## src/rtl/wb_queue.sv

```systemverilog
// ---------------------------------------------------------------------------
// wb_queue -- writeback queue between MEM and the register file.
//
// Retiring instructions that write a non-zero register are buffered in a
// small FIFO and drained to the register file write port whenever it is
// available. Jump beats raise a registered one-cycle redirect pulse. The
// execute stage may look up the most recent pending value for a register.
//
// Ports:
//   clk, n_rst                  clock, synchronous active-low reset
//   in_valid / in_ready         MEM beat handshake
//   in_regwrite, in_jal         beat writes a register / beat is a jump
//   in_regD, in_regdata         destination register and write value
//   in_target                   jump target
//   rf_ready                    register file write port free this cycle
//   wen, reg_num, write_data    register file write port (queue head)
//   jal_flush, j_target         one-cycle redirect pulse to the hazard unit
//   fwd_addr, fwd_hit, fwd_data forwarding lookup
//   count                       current queue occupancy
//
// Handshake: a beat transfers on any rising edge where in_valid && in_ready.
// in_ready depends only on the registered occupancy, never on in_valid or on a
// same-cycle pop. The write port pops on any edge where wen && rf_ready; while
// rf_ready is low the head (wen, reg_num, write_data) is held stable.
// ---------------------------------------------------------------------------
module wb_queue #(
    parameter int XLEN  = 32,
    parameter int RADDR = 5,
    parameter int DEPTH = 4
) (
    input  logic                       clk,
    input  logic                       n_rst,
    input  logic                       in_valid,
    output logic                       in_ready,
    input  logic                       in_regwrite,
    input  logic                       in_jal,
    input  logic [RADDR-1:0]           in_regD,
    input  logic [XLEN-1:0]            in_regdata,
    input  logic [XLEN-1:0]            in_target,
    input  logic                       rf_ready,
    output logic                       wen,
    output logic [RADDR-1:0]           reg_num,
    output logic [XLEN-1:0]            write_data,
    output logic                       jal_flush,
    output logic [XLEN-1:0]            j_target,
    input  logic [RADDR-1:0]           fwd_addr,
    output logic                       fwd_hit,
    output logic [XLEN-1:0]            fwd_data,
    output logic [$clog2(DEPTH):0]     count
);

    localparam int PW = $clog2(DEPTH);
    localparam int CW = PW + 1;

    logic [RADDR-1:0] reg_q  [DEPTH];
    logic [XLEN-1:0]  data_q [DEPTH];
    logic [PW-1:0]    wr_ptr_q, wr_ptr_d;
    logic [PW-1:0]    rd_ptr_q, rd_ptr_d;
    logic [CW-1:0]    count_q, count_d;
    logic             jal_flush_q, jal_flush_d;
    logic [XLEN-1:0]  j_target_q, j_target_d;

    logic accept;
    logic enq;
    logic pop;

    assign in_ready = (count_q < CW'(DEPTH));
    assign accept   = in_valid && in_ready;
    // Writes to x0 and non-writing beats are consumed without an entry.
    assign enq      = accept && in_regwrite && (in_regD != '0);
    assign pop      = (count_q != '0) && rf_ready;

    assign wen        = (count_q != '0);
    assign reg_num    = wen ? reg_q[rd_ptr_q]  : '0;
    assign write_data = wen ? data_q[rd_ptr_q] : '0;
    assign count      = count_q;
    assign jal_flush  = jal_flush_q;
    assign j_target   = j_target_q;

    always_comb begin
        wr_ptr_d    = wr_ptr_q;
        rd_ptr_d    = rd_ptr_q;
        count_d     = count_q;
        jal_flush_d = 1'b0;
        j_target_d  = '0;
        if (enq) begin
            wr_ptr_d = wr_ptr_q + 1'b1;
        end
        if (pop) begin
            rd_ptr_d = rd_ptr_q + 1'b1;
        end
        case ({enq, pop})
            2'b10:   count_d = count_q + 1'b1;
            2'b01:   count_d = count_q - 1'b1;
            default: count_d = count_q;
        endcase
        if (accept && in_jal) begin
            jal_flush_d = 1'b1;
            j_target_d  = in_target;
        end
    end

    // Forwarding: walk from oldest to youngest so the youngest match wins,
    // then let a same-cycle enqueue override everything. A head being popped
    // this cycle is still counted as live.
    always_comb begin
        logic [PW-1:0] idx;
        fwd_hit  = 1'b0;
        fwd_data = '0;
        idx      = '0;
        if (fwd_addr != '0) begin
            for (int i = 0; i < DEPTH; i++) begin
                idx = rd_ptr_q + PW'(i);
                if ((CW'(i) < count_q) && (reg_q[idx] == fwd_addr)) begin
                    fwd_hit  = 1'b1;
                    fwd_data = data_q[idx];
                end
            end
            if (enq && (in_regD == fwd_addr)) begin
                fwd_hit  = 1'b1;
                fwd_data = in_regdata;
            end
        end
    end

    always_ff @(posedge clk) begin
        if (!n_rst) begin
            wr_ptr_q    <= '0;
            rd_ptr_q    <= '0;
            count_q     <= '0;
            jal_flush_q <= 1'b0;
            j_target_q  <= '0;
        end else begin
            wr_ptr_q    <= wr_ptr_d;
            rd_ptr_q    <= rd_ptr_d;
            count_q     <= count_d;
            jal_flush_q <= jal_flush_d;
            j_target_q  <= j_target_d;
        end
    end

    // Entry storage needs no reset: contents are only observed below count.
    always_ff @(posedge clk) begin
        if (n_rst && enq) begin
            reg_q[wr_ptr_q]  <= in_regD;
            data_q[wr_ptr_q] <= in_regdata;
        end
    end

endmodule

```

## config.mk

```make
export PLATFORM = sky130hd
export DESIGN_NAME = wb_queue
export DESIGN_NICKNAME = d
export VERILOG_FILES = /design/src/rtl/wb_queue.sv
export SDC_FILE = /design/constraint.sdc
export NUM_CORES = 1
export LEC_CHECK = 0
export CAP_MARGIN = 20
export CORE_UTILIZATION = 50
export CTS_CLUSTER_DIAMETER = 120
export CTS_CLUSTER_SIZE = 24
export DETAILED_ROUTE_END_ITERATION = 6
export DONT_BUFFER_PORTS = 1
export GPL_TIMING_DRIVEN = 0
export PLACE_DENSITY = 0.62
export SYNTH_ARGS = -nofsm -noshare
export SYNTH_HDL_FRONTEND = slang
export SYNTH_SLANG_ARGS = --single-unit
export TNS_END_PERCENT = 5
```

## constraint.sdc

```tcl
create_clock -name clk -period 4.37 [get_ports clk]
set_input_delay 0.437 -clock clk [delete_from_list [all_inputs] [get_ports clk]]
set_output_delay 0.437 -clock clk [all_outputs]
set_load 0.005 [all_outputs]
```

==> results.cfg <==
[placement]
post-place-cells = 1109
io_buffers = 0
dp_hpwl_um = 23000
gp_congestion = 0.839
placed_cell_area_um2 = 12200

[floorplan]
die_w_um = 155
ios = 188
start_util_pct = 51.3
rows = 55
placeableCoreArea_um2 = 22800
fp.dieH_um = 155
dieArea_um2 = 24000

[synthesis]
ys.flop_type = edfxtp_1
avgSynthCellArea_um2 = 14.8
asyncSetResetFlopFracSynth_pct = 0
synth_cell_types = 42
syn_inst = 792
synth_seq_cells = 190
synth_enable_flop_cells = 148
yosysWarnings = 0
synthesis.nets = 881
syn_area_um2 = 11700
seq_area_frac_synth_pct = 45.2

[cts]
htree_levels = 4
post_cts_buffers = 0
cts_root_buffer = clkbuf_16
cts_resized = 0
cts.hold.buffers_added = 0
cts_tree = built
cts.sinks = 190
cts.reportedPaths.clkPinSlew_ps = 80
clk_path_buf_depth = 2
cts_made_buffers = 17
clk_latency_ps = 450

[critical_path]
endpoint = fwd_data[2]
cp_slowest_stage_delay_ps = 550
worstPathArrival_ps = 3750
critPathKind = reg2out
path_max_fanout = 10
crit_cells = 8
path_buf_inv = 2
cpMaxStageDelayCell = clkbuf_1
critPathMostFrequentCell = clkbuf_1
rr_worst_depth = 8
cp_cell_sequence = clkbuf_1 > mux4_2 > xnor2_1 > nand4_1 > nand3b_1 > clkbuf_1 > o311a_1 > o32ai_1
critical-path-top-delay-family = buffers and inverters
worstReg2RegStart = rd_ptr_q[0]
critPathLaunchType = flip-flop
r2r_setup_slack_ps = 1720
end_kind = output pin
crit_required_ps = 3930

[sta]
drv_slew = 0
finalHoldViolCount = 0
worstMarginPinSlew_ps = 1050
setup_tns_ps = 0
post-route-min-period_ps = 4180
setup_violations = 0
grt_setup_unrepaired = no
max_freq_ghz = 0.239
final.period_utilization_pct = 95.7
relSlewSlack_pct = 29.8
finClkSkew_ps = 7.58

[layout]
drive_gt1_share_pct = 29.1
finish.instance_area_um2 = 12800
diodes = 0
mostFrequentLayoutCell = edfxtp_1
fillCellCount = 1842
nets = 907
multiInputGateArea_um2 = 5870
syn2layout_area_growth_pct = 9.42
mostFrequentLayoutCells = edfxtp_1 (148), mux4_2 (144), clkbuf_1 (49)
fin_cells = 1144
utilization_pct = 56.1
ff_latch_area_um2 = 5290

[global_route]
grt_max_degree = 28
met2_usage_pct = 48.0
grt_overflow_total = 0
use_met3_pct = 8.33
grt_most_used_layer = met2
grt_pass1_wl_um = 51500
grt_pass1_vias = 8527
antenna_found_initial = 0
track_usage_pct = 29.4
grtUsageMet1_pct = 37.3

[routing]
drt_iter0_markers = 860
ant_nets = 0
drtPass1Iterations = 5
viasPerCell = 7.14
routed_wl_um = 34500
vias = 8171
drc = 0
wl_per_cell_um = 30.1

[power_and_ir_drop]
peakVddDrop_mv = 0.281
static-leakage-power_nw = 3.96
power.density_nw_per_um2 = 449

[run]
maxCapViolCount = 0

[min_path]
hp-class = in2reg

[run_status]
status = complete, no violations
power by group:
part / switching [mW] / internal, mW / total [mW]
Clock: 0.746 / 0.760 / 1.51
Combinational: 1.18 / 1.00 / 2.18
Sequential: 0.0518 / 2.00 / 2.06
synth_stat cells, types with 2 or more instances:
master,count,area [µm²]
edfxtp_1,148,4440
mux4_2,144,3240
clkbuf_1,49,184
and2_1,44,275
dfxtp_1,42,841
inv_1,36,135
a21oi_1,34,170
nand3_1,34,170
a22oi_1,32,240
o22ai_1,32,200
o311a_1,31,310
o32ai_2,27,439
buf_2,16,80.1
xnor2_1,15,131
xor2_1,15,131
buf_1,13,48.8
mux2i_1,12,120
ha_1,9,113
and3_1,6,37.5
buf_6,6,67.6
nand2_1,6,22.5
nor2_1,6,22.5
o32ai_1,5,43.8
nor2b_1,4,25.0
a211oi_1,2,15.0
buf_4,2,15.0
nand2b_1,2,12.5
nor3_1,2,10.0
o21ai_0,2,10.0
or2_2,2,12.5
or3_1,2,12.5
or4_1,2,15.0
area by class of cell:
| class | instances | area share [%] |
|---|---|---|
| repair buffers | 7 | 0.978 |
| inverters | 37 | 1.09 |
| clock buffers | 17 | 3.33 |
| plain buffers | 86 | 3.09 |
| multi-input cells | 479 | 45.9 |
| well taps | 313 | 3.06 |
| flip-flops and latches | 190 | 41.3 |
| clock inverters | 15 | 1.20 |
sequential cells by signal, summed over array words and instances (netlist names), named ones only:
register	cells
data_q	128
jal_flush	1
wr_ptr_q	2
count	3
rd_ptr_q	2
j_target	32
reg_q	20
through the flow:
| step | setup slack, ps | hold slack [ps] | total power [mW] |
|---|---|---|---|
| after floorplan | 1540 | 528 | 3.71 |
| after global placement | 667 | 536 | 4.19 |
| after detailed placement | 696 | 536 | 4.23 |
| after CTS | 222 | 77.2 | 5.72 |
| after global routing | 54.2 | 69.2 | 5.98 |
| final | 187 | 81.3 | 5.74 |
worst min-delay path by stage:
| stage | from | endpoint | slack [ps] | cells after the start |
|---|---|---|---|---|
| floorplan | wr_ptr_q[1] | wr_ptr_q[1] | 530 | 2 |
| global placement | in_regdata[7] | data_q[0][7] | 540 | 0 |
| detailed placement | in_regdata[24] | data_q[2][24] | 540 | 0 |
| CTS | in_regdata[23] | data_q[2][23] | 80 | 0 |
| global route | in_regdata[23] | data_q[2][23] | 70 | 0 |
| finish | in_regdata[23] | data_q[2][23] | 80 | 0 |
worst register-to-register path, cell delays in order, from the launching register on:
cell	delay (ps)
dfxtp_1	320
buf_6	150
buf_6	180
buf_4	230
buf_1	540
clkbuf_1	640
nand2_1	140
xnor2_1	150
and2_1	190
cell families (layout without fill, tap and decap cells):
family | count (synthesis) | in the layout | synth area share (%)
xor+xnor | 30 | 30 | 2.25
mux | 156 | 156 | 28.8
buf+inv | 123 | 162 | 4.57
fa+ha+maj | 9 | 9 | 0.963
simple gates | 114 | 114 | 5.65
compound gates | 170 | 170 | 12.6
flops | 190 | 190 | 45.2
metal layers:
metal	share of wire (%)	wire [µm]
met5	0	0
met4	2.8	953
met3	12	4140
met2	49	16900
met1	36	12400
Power figures use the tool's default switching activity.
